`src/rtl/mem_arbiter.sv`:
```
// mem_arbiter: round-robin arbiter sharing one single-port memory bus between
// two req/ack requesters. Every transaction is registered; read data returns
// with a one-cycle ack after a programmable read latency.
module mem_arbiter #(
    parameter int unsigned RD_LATENCY = 1
) (
    input  logic        clk,
    input  logic        reset_i,
    input  logic        m0_req_i,
    input  logic        m0_we_i,
    input  logic [31:0] m0_addr_i,
    input  logic [3:0]  m0_wr_mask_i,
    input  logic [31:0] m0_data_i,
    output logic        m0_ack_o,
    output logic [31:0] m0_data_o,
    input  logic        m1_req_i,
    input  logic        m1_we_i,
    input  logic [31:0] m1_addr_i,
    input  logic [3:0]  m1_wr_mask_i,
    input  logic [31:0] m1_data_i,
    output logic        m1_ack_o,
    output logic [31:0] m1_data_o,
    output logic [31:0] mem_addr_o,
    output logic        mem_we_o,
    output logic [3:0]  mem_wr_mask_o,
    output logic [31:0] mem_data_o,
    input  logic [31:0] mem_data_i,
    output logic        busy_o
);

    localparam int unsigned CNT_W  = 2;
    localparam int unsigned ADDR_W = 32;
    localparam int unsigned DATA_W = 32;
    localparam int unsigned MASK_W = 4;
    // WAIT runs RD_LATENCY-1 cycles; counter is loaded with that count minus one.
    localparam logic [CNT_W-1:0] CNT_INIT =
        CNT_W'((RD_LATENCY > 1) ? (RD_LATENCY - 2) : 0);

    typedef enum logic [1:0] {
        S_IDLE  = 2'd0,
        S_ISSUE = 2'd1,
        S_WAIT  = 2'd2,
        S_DONE  = 2'd3
    } state_t;

    state_t             state_q, state_d;
    logic               grant_q, grant_d;
    logic               last_grant_q;
    logic               lat_we_q;
    logic [CNT_W-1:0]   cnt_q;

    logic               win_we;
    logic [ADDR_W-1:0]  win_addr;
    logic [MASK_W-1:0]  win_mask;
    logic [DATA_W-1:0]  win_data;

    logic [ADDR_W-1:0]  mem_addr_d;
    logic               mem_we_d;
    logic [MASK_W-1:0]  mem_wr_mask_d;
    logic [DATA_W-1:0]  mem_data_d;
    logic               m0_ack_d, m1_ack_d;
    logic [DATA_W-1:0]  m0_data_d, m1_data_d;
    logic               busy_d;

    // State register plus grant bookkeeping and read-latency counter
    always_ff @(posedge clk or posedge reset_i) begin
        if (reset_i) begin
            state_q      <= S_IDLE;
            grant_q      <= 1'b0;
            last_grant_q <= 1'b1;
            lat_we_q     <= 1'b0;
            cnt_q        <= '0;
        end else begin
            state_q <= state_d;
            if (state_q == S_IDLE && state_d == S_ISSUE) begin
                grant_q      <= grant_d;
                last_grant_q <= grant_d;
                lat_we_q     <= win_we;
            end
            if (state_q == S_ISSUE) begin
                cnt_q <= CNT_INIT;
            end else if (state_q == S_WAIT && cnt_q != '0) begin
                cnt_q <= cnt_q - CNT_W'(1);
            end
        end
    end

    // Next-state and round-robin arbitration
    always_comb begin
        state_d = state_q;
        grant_d = grant_q;
        case (state_q)
            S_IDLE: begin
                if (m0_req_i || m1_req_i) begin
                    grant_d = (m0_req_i && m1_req_i) ? ~last_grant_q : m1_req_i;
                    state_d = S_ISSUE;
                end
            end
            S_ISSUE: begin
                if (lat_we_q || RD_LATENCY == 1) state_d = S_DONE;
                else                             state_d = S_WAIT;
            end
            S_WAIT: begin
                if (cnt_q == '0) state_d = S_DONE;
            end
            S_DONE: state_d = S_IDLE;
            default: state_d = S_IDLE;
        endcase
    end

    // Next values of the registered outputs
    always_comb begin
        win_we   = grant_d ? m1_we_i      : m0_we_i;
        win_addr = grant_d ? m1_addr_i    : m0_addr_i;
        win_mask = grant_d ? m1_wr_mask_i : m0_wr_mask_i;
        win_data = grant_d ? m1_data_i    : m0_data_i;

        mem_addr_d    = mem_addr_o;
        mem_wr_mask_d = mem_wr_mask_o;
        mem_data_d    = mem_data_o;
        mem_we_d      = 1'b0;
        m0_ack_d      = 1'b0;
        m1_ack_d      = 1'b0;
        m0_data_d     = m0_data_o;
        m1_data_d     = m1_data_o;
        busy_d        = (state_d != S_IDLE);

        if (state_q == S_IDLE && state_d == S_ISSUE) begin
            mem_addr_d    = win_addr;
            mem_wr_mask_d = win_mask;
            mem_data_d    = win_data;
            mem_we_d      = win_we;
        end else if (state_d == S_DONE) begin
            mem_addr_d    = '0;
            mem_wr_mask_d = '0;
            mem_data_d    = '0;
            m0_ack_d      = ~grant_q;
            m1_ack_d      = grant_q;
            if (!lat_we_q) begin
                if (grant_q) m1_data_d = mem_data_i;
                else         m0_data_d = mem_data_i;
            end
        end
    end

    // Output registers; reset clears the bus at once and aborts any ack
    always_ff @(posedge clk or posedge reset_i) begin
        if (reset_i) begin
            mem_addr_o    <= '0;
            mem_we_o      <= 1'b0;
            mem_wr_mask_o <= '0;
            mem_data_o    <= '0;
            m0_ack_o      <= 1'b0;
            m1_ack_o      <= 1'b0;
            m0_data_o     <= '0;
            m1_data_o     <= '0;
            busy_o        <= 1'b0;
        end else begin
            mem_addr_o    <= mem_addr_d;
            mem_we_o      <= mem_we_d;
            mem_wr_mask_o <= mem_wr_mask_d;
            mem_data_o    <= mem_data_d;
            m0_ack_o      <= m0_ack_d;
            m1_ack_o      <= m1_ack_d;
            m0_data_o     <= m0_data_d;
            m1_data_o     <= m1_data_d;
            busy_o        <= busy_d;
        end
    end

endmodule
```
`config.mk`:
```
export PLATFORM = sky130hd
export DESIGN_NAME = mem_arbiter
export DESIGN_NICKNAME = d
export VERILOG_FILES = /design/src/rtl/mem_arbiter.sv
export SDC_FILE = /design/constraint.sdc
export NUM_CORES = 1
export LEC_CHECK = 0
export ABC_AREA = 0
export CORE_MARGIN = 1
export CORE_UTILIZATION = 44
export CTS_CLUSTER_SIZE = 16
export DETAILED_ROUTE_END_ITERATION = 16
export PLACE_DENSITY = 0.95
export SYNTH_ARGS = -nofsm -noshare
export SYNTH_HDL_FRONTEND = slang
export SYNTH_SLANG_ARGS = --single-unit
```
`constraint.sdc`:
```
create_clock -name clk -period 13.6 [get_ports clk]
set_input_delay 1.36 -clock clk [delete_from_list [all_inputs] [get_ports clk]]
set_output_delay 1.36 -clock clk [all_outputs]
set_load 0.05 [all_outputs]
```
==> results_dict.tcl, run 1 <==
set metrics [dict create \
    outcome "finished clean" \
    synth_nets 590 \
    port-buffer-count 309 \
    crit_fanout 32 \
    wl_per_cell_um 19.9 \
    area_delta_synth_final_pct 61.1 \
    grt_pass1_wl_mm 27.8 \
    fin_cells 904 \
    post_cts_resized 0 \
    clk_latency_ns 0.41 \
    drtIter0Drc 241 \
    avgViaCountPerCell 5.30 \
    power_density_nw_per_um2 265 \
    place_area_um2 9460 \
    yosys.area.top_type_share_pct 56.7 \
    ys_seq_elements 143 \
    critPathLaunchType "input port" \
    diodes 0 \
    die_y_um 121 \
    syn_area_per_cell_um2 15.2 \
    vias 4789 \
    grt_usage_pct 25.4 \
    clockBufferDepth 2 \
    antenna_found_initial 0 \
    synthCells 411 \
    peakVddDrop_mv 0.176 \
    die-area_um2 14700 \
    drive_above_1_share_pct 14.2 \
    hold_path.class "register to register" \
    worstMarginPinSlew_ns 1.21 \
    critPathRequiredTime_ns 13.89 \
    num_rows 43 \
    end_kind "register" \
    setup_viol 0 \
    finalClockSkew_ns 0.00936 \
    final_area_um2 10100 \
    wirelength_mm 18.0 \
    nFillCells 851 \
    synth_cell_types 28 \
    tritoncts "yes" \
    finalWorstPathRequiredPeriod_ns 3.52 \
    fmax_ghz 0.284 \
    cts_buffers 17 \
    slew_violations 0 \
    start_util_pct 45.1 \
    num_io_pins 310 \
    cts.hold.buffers_added 0 \
    grt_max_degree 91 \
    grt_remaining_overflow 0 \
    hold_slack_ns 0.488 \
    hold_viol_final 0 \
    relSlewSlack_pct 19.3 \
    ant_nets 0 \
    maxCapViolCount 0 \
    yosysWarnings 0 \
    cts_setup_buffers 0 \
    fin_crit_sh_pct 25.9 \
    die_w_um 121 \
    dp_cells 873 \
    clock_sinks 143 \
    tns_ns 0 \
    yosysSeqAreaShare_pct 57.1 \
    nNetsFinal 891 \
    syn_area_um2 6270 \
    path_clk_slew_ns 0.06 \
    critPathKind "input port to register" \
    routabilityCongestion 0.809 \
    core_um2 13900 \
    grt_pass1_vias 5113 \
    ctsHtreeMaxLevel 4 \
    cts-root-buf "clkbuf_16" \
    p_leak_nw 4.34 \
    critPathArrivalTime_ns 3.80 \
    rsz0062_at_grt "false" \
    place.detailed.hpwl_mm 12.8 \
    yosysTopAreaCell "dfrtp_1" \
    first_pass_iters 4 \
    synth_area_leaders "dfrtp_1 (57%), mux2_4 (14%), mux2i_1 (11%), o2bb2ai_1 (9.5%), buf_6 (1.3%)" \
    drcViolationCount 0 \
]
[final timing paths]
| path | from | to | slack [ns] | cells past startpoint |
|---|---|---|---|---|
| max | m1_req_i | m0_data_o[27] | 10.08 | 5 |
| min | mem_data_o[6] | mem_data_o[6] | 0.49 | 1 |
| max reg2reg | state_q[0] | m0_data_o[27] | 10.67 | 6 |
| min reg2reg | mem_data_o[6] | mem_data_o[6] | 0.49 | 1 |
| max in group asynchronous | reset_i | mem_data_o[21] | 10.71 | 3 |
| min in group asynchronous | reset_i | mem_addr_o[30] | 1.39 | 2 |
[registers in the layout (all words and copies together), names as in the netlist]
signal         count
cnt_q              2
m1_data_o         32
mem_we_o           1
mem_wr_mask_o      4
mem_addr_o        32
m1_ack_o           1
mem_data_o        32
busy_o             1
grant_q            1
last_grant_q       1
state_q            2
m0_data_o         32
m0_ack_o           1
lat_we_q           1
[stage by stage]
stage	power, mW	util, %	worst slack, ns
after floorplan	1.72	-	8.40
after global placement	2.12	68.1	9.80
after detailed placement	2.18	68.1	9.68
after CTS	2.70	72.7	10.10
after global routing	2.79	72.7	10.01
final	2.68	72.7	10.08
[report_power, final]
| group | internal (mW) | switching [mW] | leakage, nW |
|---|---|---|---|
| clock network | 0.329 | 0.175 | 0.306 |
| logic | 0.611 | 0.886 | 2.21 |
| registers | 0.578 | 0.101 | 1.83 |
[cells in the mapped netlist (all sizes together)]
cell type / number
a21oi: 1
nor2: 5
dfrtp: 142
and3: 1
inv: 6
a211oi: 1
mux2: 66
and4bb: 1
mux2i: 69
clkbuf: 7
dfstp: 1
nor4b: 1
o21ai: 3
nand2: 4
a32o: 1
buf: 24
and4b: 1
o2bb2ai: 68
or2: 1
a2111o: 1
ha: 5
nor2b: 1
xnor2: 1
[layout make-up]
class / instances / area [um^2] / area share, %
repair buffers: 313 / 3120 / 30.9
clock inverters: 11 / 189 / 1.87
well taps: 180 / 225 / 2.23
clock buffers: 20 / 447 / 4.43
multi-input cells: 231 / 2500 / 24.8
flip-flops and latches: 143 / 3580 / 35.5
inverters: 6 / 27.5 / 0.273
[layer usage]
layer | part of all wire [%] | wire length, um | global-route usage [%] | vias to the layer above
met5 | 0 | 0 | 0 | -
met2 | 53 | 9450 | 44.2 | 245
li1 | - | - | - | 2128
met1 | 39 | 6980 | 29.7 | 2384
met4 | 2.1 | 385 | 9.26 | 0
met3 | 6.3 | 1140 | 7.05 | 32
[critical path: stages]
cell and delay (ns):
clkdlybuf4s50_1 0.54, nor4b_4 0.08, a21oi_2 0.30, and4bb_2 1.11, mux2_1 0.39
[placed cells by master (no fill, tap or decap), types with 5 or more instances in the layout]
master	synthesis	final
bufinv_16	0	5
clkbuf_16	0	17
clkdlybuf4s50_1	0	309
dfrtp_1	142	142
ha_1	5	5
inv_1	6	5
mux2_1	6	6
mux2_4	60	60
mux2i_1	69	69
nor2_1	5	5
o2bb2ai_1	68	68
[cell families after synthesis]
| kind of cell | Yosys count | share of synthesized area [%] |
|---|---|---|
| multiplexers | 135 | 26.5 |
| AND/OR/NAND/NOR | 15 | 1.58 |
| adder cells (fa/ha/maj) | 5 | 0.998 |
| buffers and inverters | 37 | 3.33 |
| AO/OA/AOI/OAI | 75 | 10.3 |
| XOR/XNOR | 1 | 0.140 |
| flip-flops | 143 | 57.1 |
No activity file was read; power rests on OpenSTA's default activity.
==> run 2, diff against run 1 <==
--- a/config.mk
+++ b/config.mk
@@ -7,10 +7,10 @@
 export LEC_CHECK = 0
 export ABC_AREA = 0
 export CORE_MARGIN = 1
-export CORE_UTILIZATION = 44
+export CORE_UTILIZATION = 41
 export CTS_CLUSTER_SIZE = 16
 export DETAILED_ROUTE_END_ITERATION = 16
-export PLACE_DENSITY = 0.95
+export PLACE_DENSITY = 0.89
 export SYNTH_ARGS = -nofsm -noshare
 export SYNTH_HDL_FRONTEND = slang
 export SYNTH_SLANG_ARGS = --single-unit
==> constraint.sdc (replaced) <==
create_clock -name clk -period 3.65 [get_ports clk]
set_input_delay 0.365 -clock clk [delete_from_list [all_inputs] [get_ports clk]]
set_output_delay 0.365 -clock clk [all_outputs]
set_load 0.05 [all_outputs]
==> results_dict.tcl, run 2 (synthesis results as in run 1) <==
set metrics [dict create \
    outcome "finished, violations left" \
    violations "design-rule violations" \
    final_area_um2 10100 \
    first_pass_iters 14 \
    setup_viol 0 \
    fmax_ghz 0.387 \
    final_cell_mix "clkdlybuf4s50_1 (309), dfrtp_1 (142), mux2i_1 (69), o2bb2ai_1 (68), mux2_4 (60)" \
    worstMarginPinSlew_ns 0.917 \
    place_area_um2 9520 \
    num_io_pins 310 \
    p_clk_share_pct 16.6 \
    clockBufferDepth 2 \
    rsz0062_at_grt "false" \
    tritoncts "yes" \
    die_w_um 126 \
    start_util_pct 42.6 \
    relSlewSlack_pct 38.6 \
    clk_latency_ns 0.41 \
    grt_remaining_overflow 0 \
    core_um2 14700 \
    die_y_um 126 \
    cts.hold.buffers_added 0 \
    die-area_um2 15800 \
    ant_nets 0 \
    cts-root-buf "clkbuf_16" \
    critPathLaunchType "register" \
    hold_viol_final 0 \
    peakVddDrop_mv 0.495 \
    drive_above_1_share_pct 14.9 \
    cts_setup_buffers 0 \
    num_rows 44 \
    clock_sinks 143 \
    critPathKind "register to register" \
    grt_usage_pct 22.5 \
    avgViaCountPerCell 5.13 \
    p_leak_nw 4.32 \
    diodes 0 \
    crit_fanout 19 \
    post_cts_resized 0 \
    grt_pass1_vias 4998 \
    place.detailed.hpwl_mm 12.4 \
    finalWorstPathRequiredPeriod_ns 2.58 \
    antenna_found_initial 0 \
    area_delta_synth_final_pct 60.8 \
    fin_crit_sh_pct 70.8 \
    power.internal_mw 5.40 \
    critPathRequiredTime_ns 3.94 \
    wl_per_cell_um 18.8 \
    grt_max_degree 144 \
    grt_pass1_wl_mm 27.2 \
    power_frac_comb_pct 57.6 \
    path_clk_slew_ns 0.06 \
    power_density_nw_per_um2 964 \
    vias 4677 \
    p_switching_mw 4.32 \
    hold_path.class "input port to asynchronous set/reset pin" \
    ctsHtreeMaxLevel 4 \
    sw_frac_of_total_pct 44.4 \
    cts_buffers 17 \
    critPathArrivalTime_ns 2.88 \
    nNetsFinal 894 \
    slew_violations 0 \
    crit-reg2reg-launch "state_q[0]" \
    port-buffer-count 309 \
    end_kind "register" \
    tns_ns 0 \
    drcViolationCount 22 \
    finalClockSkew_ns 0.0102 \
    wirelength_mm 17.2 \
    routabilityCongestion 0.800 \
    final_common_cell "clkdlybuf4s50_1" \
    drtIter0Drc 186 \
    cp-startpoint "state_q[0]" \
    maxCapViolCount 0 \
    power_frac_seq_pct 25.8 \
]
## run 2: final timing paths
kind                                 end  slack, ns  cells past startpoint
max                        m0_data_o[12]       1.07                      7
min                        m1_data_o[12]       0.47                      3
max reg2reg                m0_data_o[12]       1.07                      7
min reg2reg                mem_data_o[7]       0.49                      1
max in group asynchronous  m1_data_o[19]       2.53                      3
min in group clk           mem_data_o[7]       0.49                      1
## run 2: area by class of cell
| type | count | area (um^2) |
|---|---|---|
| Clock buffer | 18 | 439 |
| Clock inverter | 13 | 114 |
| Fill cell | 980 | 4620 |
| Inverter | 6 | 26.3 |
| Multi-Input combinational cell | 231 | 2500 |
| Sequential cell | 143 | 3580 |
| Tap cell | 184 | 230 |
| Timing Repair Buffer | 316 | 3180 |
## run 2: stage by stage
step           total power [mW]  worst slack, ns  hold WS, ns  cells  utilization (%)
2_1_floorplan              6.42             1.49        0.457    411                -
3_3_place_gp               7.95             1.10        0.468    880             64.8
3_5_place_dp               8.12             1.02        0.473    880             64.8
4_1_cts                    9.78             1.07        0.491    911             68.5
5_1_grt                    10.1            0.942        0.498    911             68.5
6_report                   9.71             1.07        0.469    911             68.5
## run 2: power by group through the flow
stage / clock network, mW / logic, mW / registers (mW)
after floorplan: 0 / 2.23 / 4.19
after global placement: 0 / 5.47 / 2.48
after detailed placement: 0 / 5.61 / 2.51
after CTS: 1.64 / 5.63 / 2.51
after global routing: 1.72 / 5.84 / 2.56
final: 1.61 / 5.59 / 2.51
## run 2: metal layers
| metal | wire, um | part of all wire (%) | vias to the layer above | track usage (%) |
|---|---|---|---|---|
| met5 | 0 | 0 | - | 0 |
| met4 | 293 | 1.7 | 0 | 8.68 |
| met3 | 1240 | 7.2 | 25 | 6.20 |
| met2 | 8860 | 52 | 224 | 39.2 |
| met1 | 6760 | 39 | 2301 | 26.3 |
| li1 | - | - | 2127 | - |
## run 2: worst max-delay path, cell delays in order, from the launching register on
cell and delay [ns]:
dfrtp_1 0.44, inv_1 0.12, ha_1 0.23, nor4b_4 0.14, a21oi_2 0.29, and4bb_2 0.65, buf_12 0.26, mux2_4 0.32
==> run 3, diff against run 2 <==
--- a/config.mk
+++ b/config.mk
@@ -7,10 +7,10 @@
 export LEC_CHECK = 0
 export ABC_AREA = 0
 export CORE_MARGIN = 1
-export CORE_UTILIZATION = 41
+export CORE_UTILIZATION = 37
 export CTS_CLUSTER_SIZE = 16
 export DETAILED_ROUTE_END_ITERATION = 16
-export PLACE_DENSITY = 0.89
+export PLACE_DENSITY = 0.86
 export SYNTH_ARGS = -nofsm -noshare
 export SYNTH_HDL_FRONTEND = slang
 export SYNTH_SLANG_ARGS = --single-unit
==> constraint.sdc (replaced) <==
create_clock -name clk -period 2.3 [get_ports clk]
set_input_delay 0.23 -clock clk [delete_from_list [all_inputs] [get_ports clk]]
set_output_delay 0.23 -clock clk [all_outputs]
set_load 0.05 [all_outputs]
==> results_dict.tcl, run 3 (synthesis results as in run 1) <==
set metrics [dict create \
    clk_latency_ns 0.41 \
    wl_met3_um 873 \
    slew_violations 0 \
    cts-root-buf "clkbuf_16" \
    final_area_um2 10300 \
    cts_buffers 17 \
    drtIter0Drc 175 \
    clock_sinks 143 \
    outcome "finished clean" \
    nNetsFinal 905 \
    grt_pass1_vias 5033 \
    worst_r2r_path_depth 6 \
    die-area_um2 17500 \
    clockBufferDepth 2 \
    crit_fanout 32 \
    p_clk_share_pct 17.5 \
    critPathArrivalTime_ns 2.41 \
    vias 4670 \
    critPathLaunchType "register" \
    critPathKind "register to register" \
    ctsHtreeMaxLevel 4 \
    port-buffer-count 309 \
    num_rows 47 \
    top_layer_used "met4" \
    met2_length_mm 8.47 \
    cts.hold.buffers_added 0 \
    crit-reg2reg-launch "state_q[0]" \
    rsz0062_at_grt "false" \
    post_cts_resized 0 \
    start_util_pct 37.8 \
    first_pass_iters 4 \
    grt_max_degree 63 \
    maxCapViolCount 0 \
    p_leak_nw 4.42 \
    fmax_ghz 0.470 \
    place_area_um2 9700 \
    place.detailed.hpwl_mm 12.5 \
    final_common_cell "clkdlybuf4s50_1" \
    nFillCells 1223 \
    power_density_nw_per_um2 1540 \
    tns_ns 0 \
    hold_path.class "input port to asynchronous set/reset pin" \
    r2r_end "mem_addr_o[23]" \
    diodes 0 \
    finalClockSkew_ns 0.00775 \
    power_frac_seq_pct 24.9 \
    grt_remaining_overflow 0 \
    die_w_um 132 \
    peakVddDrop_mv 0.991 \
    power.internal_mw 9.01 \
    setup_viol 0 \
    ant_nets 0 \
    wirelength_mm 16.7 \
    p_switching_mw 6.83 \
    cts_setup_buffers 0 \
    path_clk_slew_ns 0.06 \
    worstMarginPinSlew_ns 0.583 \
    grt_usage_pct 19.9 \
    finalWorstPathRequiredPeriod_ns 2.13 \
    grt_pass1_wl_mm 27.0 \
    avgViaCountPerCell 4.87 \
    antenna_found_initial 0 \
    wl_per_cell_um 17.4 \
    drcViolationCount 0 \
    end_kind "register" \
    core_um2 16600 \
    rrSetupSlack_ns 0.17 \
    tritoncts "yes" \
    area_delta_synth_final_pct 64.5 \
    m1WireLength_mm 6.92 \
    hold_viol_final 0 \
    fin_util_pct 62.2 \
    routabilityCongestion 0.853 \
    fin_crit_sh_pct 92.4 \
    critPathRequiredTime_ns 2.59 \
    num_io_pins 310 \
    sw_frac_of_total_pct 43.1 \
    die_y_um 132 \
    relSlewSlack_pct 61.0 \
    drive_above_1_share_pct 16.0 \
    power_frac_comb_pct 57.6 \
    final_cell_mix "clkdlybuf4s50_1 (309), dfrtp_1 (142), mux2i_1 (69), o2bb2ai_1 (68), mux2_4 (60)" \
    finalPower_mw 15.8 \
]
[run 3: power by group through the flow]
| stage | combinational, mW | sequential (mW) | clock (mW) |
|---|---|---|---|
| 4_1_cts | 9.18 | 3.95 | 2.84 |
| 3_3_place_gp | 8.94 | 3.94 | 0 |
| 5_1_grt | 9.53 | 4.05 | 2.96 |
| 3_5_place_dp | 9.16 | 3.97 | 0 |
| 2_1_floorplan | 3.53 | 6.65 | 0 |
| 6_report | 9.12 | 3.95 | 2.78 |
[run 3: layer usage]
layer  up-vias  track usage, %
li1       2149               -
met1      2287            24.1
met2       201            33.6
met3        33            4.73
met4         0            8.85
met5         -               0
[run 3: area by class of cell]
cell class / count / area, um^2 / share of cell area [%]
Clock buffer: 20 / 447 / 4.33
Inverter: 6 / 26.3 / 0.255
Sequential cell: 143 / 3580 / 34.7
Multi-Input combinational cell: 231 / 2500 / 24.3
Timing Repair Buffer: 327 / 3320 / 32.2
Clock inverter: 12 / 161 / 1.57
Tap cell: 220 / 275 / 2.67
[run 3: worst max-delay path, stage by stage, from the launching register on]
cell and delay [ns]:
dfrtp_1 0.43, inv_1 0.13, ha_1 0.31, a32o_4 0.45, buf_12 0.28, mux2i_1 0.27
o2bb2ai_1 0.10
[run 3: through the flow]
| step | instances | worst slack (ns) | hold slack, ns |
|---|---|---|---|
| floorplan | 411 | 0.280 | 0.365 |
| global placement | 927 | 0.309 | 0.467 |
| detailed placement | 927 | 0.167 | 0.473 |
| CTS | 959 | 0.148 | 0.201 |
| global route | 959 | 0.0279 | 0.216 |
| finish | 959 | 0.174 | 0.205 |
[run 3: worst max-delay path by stage]
stage	slack [ns]	from	cells after the start	endpoint
6_report	0.17	state_q[0]	6	mem_addr_o[23]
5_1_grt	0.03	state_q[0]	6	mem_data_o[14]
4_1_cts	0.15	state_q[0]	6	mem_data_o[14]
3_5_place_dp	0.17	state_q[0]	6	mem_addr_o[23]
3_3_place_gp	0.31	m1_req_i	6	m0_data_o[27]
2_1_floorplan	0.28	reset_i	1	busy_o
